<file path="config.mk">
export PLATFORM = sky130hd
export DESIGN_NAME = rv_lsu_ctrl
export DESIGN_NICKNAME = d
export VERILOG_FILES = /design/src/rtl/rv_lsu_ctrl.sv
export SDC_FILE = /design/constraint.sdc
export NUM_CORES = 1
export LEC_CHECK = 0
export BUFFER_PORTS_ARGS = -buffer_cell sky130_fd_sc_hd__buf_2
export CAP_MARGIN = 20
export CORE_AREA = 2 2 160 162
export DETAILED_ROUTE_END_ITERATION = 10
export DIE_AREA = 0 0 162 164
export GPL_ROUTABILITY_DRIVEN = 0
export PLACE_DENSITY = 0.72
export SYNTH_ARGS = -nofsm -noshare
export SYNTH_HDL_FRONTEND = slang
export SYNTH_SLANG_ARGS = --single-unit
</file>
<file path="constraint.sdc">
create_clock -name clk_i -period 7 [get_ports clk_i]
set_input_delay 1.05 -clock clk_i [delete_from_list [all_inputs] [get_ports clk_i]]
set_output_delay 1.05 -clock clk_i [all_outputs]
set_load 0.02 [all_outputs]
</file>
<file path="src/rtl/rv_lsu_ctrl.sv">
// rv_lsu_ctrl: load/store unit bus controller with IDLE/REQ/WAIT/DONE handshake FSM.
// Optional bus timeout abort enabled by defining RV_LSU_TIMEOUT_EN.
module rv_lsu_ctrl #(
    parameter int TIMEOUT_CYCLES = 256
) (
    input  logic        clk_i,
    input  logic        rst_i,
    input  logic        mem_req_i,
    input  logic        mem_we_i,
    input  logic [2:0]  funct3_i,
    input  logic [63:0] addr_map_i,
    input  logic [7:0]  wr_strobe_i,
    input  logic [63:0] wr_data_i,
    output logic        stall_o,
    output logic [63:0] rd_data_o,
    output logic        rd_valid_o,
    output logic        err_o,
    output logic        bus_req_o,
    output logic        bus_we_o,
    output logic [63:0] bus_addr_o,
    output logic [7:0]  bus_strb_o,
    output logic [63:0] bus_wdata_o,
    input  logic        bus_gnt_i,
    input  logic        bus_rvalid_i,
    input  logic [63:0] bus_rdata_i
);
    typedef enum logic [1:0] {IDLE, REQ, WAIT, DONE} state_t;

    state_t      state_q, state_d;
    logic        we_q, we_d;
    logic [63:0] addr_q, addr_d;
    logic [7:0]  strb_q, strb_d;
    logic [63:0] wdata_q, wdata_d;
    logic [63:0] rd_data_q, rd_data_d;
    logic        rd_valid_q, rd_valid_d;
    logic        err_q, err_d;
    logic [63:0] wdata_rep;
    logic        tmo;
    logic        unused_f3;

    assign unused_f3 = funct3_i[2];

    assign wdata_rep = funct3_i[1:0] == 2'b00 ? {8{wr_data_i[7:0]}}  :
                       funct3_i[1:0] == 2'b01 ? {4{wr_data_i[15:0]}} :
                       funct3_i[1:0] == 2'b10 ? {2{wr_data_i[31:0]}} : wr_data_i;

`ifdef RV_LSU_TIMEOUT_EN
    localparam int CW = $clog2(TIMEOUT_CYCLES + 1);
    logic [CW-1:0] cnt_q, cnt_d;

    // Counter is zero on the first REQ cycle, so the Nth REQ/WAIT cycle sees N-1.
    assign cnt_d = (state_q == REQ || state_q == WAIT) ? cnt_q + CW'(1) : '0;
    assign tmo   = (state_q == REQ || state_q == WAIT) && cnt_q == CW'(TIMEOUT_CYCLES - 1);

    always_ff @(posedge clk_i or posedge rst_i) begin
        if (rst_i) cnt_q <= '0;
        else       cnt_q <= cnt_d;
    end
`else
    localparam int unused_tmo_cycles = TIMEOUT_CYCLES;
    assign tmo = 1'b0;
`endif

    always_comb begin
        state_d    = state_q;
        we_d       = we_q;
        addr_d     = addr_q;
        strb_d     = strb_q;
        wdata_d    = wdata_q;
        rd_data_d  = rd_data_q;
        rd_valid_d = 1'b0;
        err_d      = 1'b0;
        case (state_q)
            IDLE: if (mem_req_i) begin
                we_d    = mem_we_i;
                addr_d  = addr_map_i;
                strb_d  = wr_strobe_i;
                wdata_d = wdata_rep;
                state_d = REQ;
            end
            REQ: if (bus_gnt_i) begin
                state_d = we_q ? DONE : WAIT;
            end else if (tmo) begin
                state_d   = DONE;
                err_d     = 1'b1;
                rd_data_d = we_q ? rd_data_q : '0;
            end
            // A real rvalid on the timeout cycle still completes the load.
            WAIT: if (bus_rvalid_i) begin
                rd_data_d  = bus_rdata_i;
                rd_valid_d = 1'b1;
                state_d    = DONE;
            end else if (tmo) begin
                state_d   = DONE;
                err_d     = 1'b1;
                rd_data_d = '0;
            end
            default: state_d = IDLE;
        endcase
    end

    always_ff @(posedge clk_i or posedge rst_i) begin
        if (rst_i) begin
            state_q    <= IDLE;
            we_q       <= 1'b0;
            addr_q     <= '0;
            strb_q     <= '0;
            wdata_q    <= '0;
            rd_data_q  <= '0;
            rd_valid_q <= 1'b0;
            err_q      <= 1'b0;
        end else begin
            state_q    <= state_d;
            we_q       <= we_d;
            addr_q     <= addr_d;
            strb_q     <= strb_d;
            wdata_q    <= wdata_d;
            rd_data_q  <= rd_data_d;
            rd_valid_q <= rd_valid_d;
            err_q      <= err_d;
        end
    end

    // Reset gates stall so a held request cannot stall the pipe during reset.
    assign stall_o     = !rst_i && ((state_q == IDLE && mem_req_i) || state_q == REQ || state_q == WAIT);
    assign bus_req_o   = state_q == REQ;
    assign bus_we_o    = we_q;
    assign bus_addr_o  = addr_q;
    assign bus_strb_o  = strb_q;
    assign bus_wdata_o = wdata_q;
    assign rd_data_o   = rd_data_q;
    assign rd_valid_o  = rd_valid_q;
    assign err_o       = err_q;
endmodule

</file>
==> run metrics <==
DRT Pass-1 Iters=5; I/O pin total=414; Starting Density=34.54%; CTS root buffer=clkbuf_16; min Tclk post-route=3.122 ns; post-synth top area share=59.54%; GRT busiest layer=met2; Total Wirelength=26.18 mm; number of global-route vias before repair=7041; drt first-iter violations=351; Achievable Freq=0.3204 GHz; # clock sinks=204; Max IR drop VDD=0.2653 mV; outcome=complete, no violations; slew of the pin with the lowest slew margin=0.9491 ns; FILL cells=2337; compound-gate portion of the synthesized area=6.421%; Main synth FF type=dfrtp_1; initial antenna violation count=2; Post-synth top cells=nand2_1, dfrtp_1, mux2_2, a21oi_1, nor2_1; Final Hold Fails=0; largest family of logic cells by synthesized area=simple AND/OR/NAND/NOR gates; Post-Synth Adder-Cell Area=0.5838%; Die Ht=164 um; r2r startpoint=state_q[0]; GR Util met3=5.429%; vias per inst=4.680; pin count of the biggest net entering global routing=137; Clock Pin Slew Worst Setup and Hold Paths=0.06 ns; Max FO, Critical Path=51; core box area=24820 sq um; MaxCap Viol Count=0; Synth Area in XOR/XNOR=0%; Worst Setup End Kind=output port; Worst Skew=0.02281 ns; M2 GR Usage=33.52%; # resized after CTS=0; CTS tree=built; Seq cells post-synth=204; Post-synth EDFFs=0; Setup Viol. Count Final=0; synth warn=0; syn nets=1032; area delta synth->final=35.83%; nets=1425; reg2reg end=bus_wdata_o[44]; Power Dens Cells=496.0 nW/um^2; GRT overflow=0; Avg Inst Size Synth=10.47 sq um; Syn Inst Count=819; Sum Neg Setup Slack=0 ns; final worst path period share=44.59%; Worst Setup Path Type=register to output port; DRC viols=0; Max clock buf depth=3; crit path capture=stall_o; Worst setup startpoint=state_q[0]; CP startpoint kind=register; Slew HR=36.73%; routing usage on met1=21.07%; Post-Syn Area=8573 sq um; layout cells sized above 1=45.20%; worst hold path type=register to register; Post-CTS Setup Repair Bufs=0; antenna-violating nets left=0; Clock Latency Late Sink=0.51 ns; crit path DAT=2.07 ns; IO buf count=411; Die X=162 um; Avg WL per Cell=16.77 um; Synth Area in Simple Gates=15.67%; Yosys cell types=27; internal reg-to-reg setup slack=4.48 ns; top cell type by total area after synthesis=dfrtp_1; Final Max Tran Viols=0; DR vias=7305; fraction of registers with async set/reset=100.0%; Seq/Total Area, Yosys=59.54%; path depth of the worst reg2reg path=5; main area contributors after synthesis=dfrtp_1, nand2_1, mux2_2, a21oi_1, mux2i_1; CTS buffer count=24; post-detail-place hpwl=19.14 mm; count leader, synth=nand2_1; Req. time, crit path=5.95 ns; std cell rows=58; first-pass GRT wire length=38.47 mm; WHS=0.4674 ns; Global Route Usage Sum=18.48%; Die ar.=26570 sq um; Leak=6.265 nW; hold buffers post-CTS=0; H-tree depth=1; post-synthesis mux area share=13.86%; unrepaired setup endpoints after global routing=no
[cell type report]
| cell class | count | area [sq um] | area share [%] |
|---|---|---|---|
| Sequential cell | 204 | 5105 | 43.84 |
| Multi-Input combinational cell | 557 | 3148 | 27.03 |
| Timing Repair Buffer | 417 | 2102 | 18.05 |
| Clock buffer | 32 | 681.9 | 5.856 |
| Tap cell | 330 | 412.9 | 3.546 |
| Clock inverter | 12 | 155.1 | 1.332 |
| Inverter | 8 | 37.54 | 0.3223 |
| Antenna cell | 1 | 2.502 | 0.02149 |
[metal layers]
layer | vias up | part of all wire (%)
met5 | - | 0.050
met4 | 2 | 2.4
met3 | 41 | 9.3
met2 | 327 | 51
met1 | 3465 | 37
li1 | 3470 | -
[cells by family (layout without fill, tap and decap cells)]
logic type,Yosys count,after routing
fa+ha+maj,4,4
mux,106,106
other cells,1,2
compound gates,99,99
buf+inv,58,469
flops,204,204
simple gates,347,347
[worst max-delay path: stages (launching register included)]
cell and delay, ns:
dfrtp_1 0.42, inv_1 0.10, ha_1 0.26, nand2_4 0.36, a21oi_1 0.24, buf_2 0.18
[stage by stage]
step	worst slack, ns	power [mW]	std cells	cell area [sq um]	utilization [%]
detailed placement	4.014	4.520	1516	10810	43.54
global placement	4.018	4.456	1516	10810	43.54
global route	3.733	6.114	1560	11640	46.91
finish	3.878	5.775	1561	11640	46.92
CTS	3.844	5.846	1560	11640	46.91
floorplan	0.3826	3.593	819	8573	-
[sequential cells by signal, summed over array words and instances, names as in the netlist]
register	cells
bus_wdata_o	64
rd_valid_o	1
state_q	2
bus_strb_o	8
bus_we_o	1
rd_data_o	64
bus_addr_o	64
[where the power goes]
| group | total (mW) | internal, mW | switching (mW) |
|---|---|---|---|
| logic | 2.42 | 0.851 | 1.57 |
| registers | 2.06 | 1.75 | 0.302 |
| clock network | 1.30 | 0.800 | 0.499 |
| total | 5.78 | 3.41 | 2.37 |
[layout by cell type (no fill, tap or decap), types with 2 or more instances in the layout]
cell	Yosys	routed
clkinvlp_4	0	2
clkbuf_1	9	4
a21oi_2	2	2
mux2i_1	16	16
nor2b_1	8	8
inv_1	8	7
clkbuf_16	0	25
buf_4	5	6
buf_2	22	411
nor2_1	34	34
a21o_1	8	8
mux2_4	4	4
bufinv_16	0	3
ha_1	4	4
clkinv_2	0	3
a31oi_1	16	16
o21ai_1	2	2
clkbuf_8	0	3
a21oi_1	47	47
inv_6	0	2
o21ai_0	22	22
nand2_1	301	299
nand2_4	1	2
dfrtp_1	204	204
mux2_2	86	86
clkinv_4	0	2
[worst min path at each step]
stage,startpoint,to,slack (ns),depth (start not counted)
final,bus_addr_o[41],bus_addr_o[41],0.47,2
after CTS,bus_addr_o[28],bus_addr_o[28],0.47,2
after global placement,bus_addr_o[34],bus_addr_o[34],0.45,2
after floorplan,state_q[1],state_q[1],0.53,1
after global routing,bus_addr_o[33],bus_addr_o[33],0.49,2
after detailed placement,bus_addr_o[28],bus_addr_o[28],0.46,2
(Power assumes the default switching activity.)
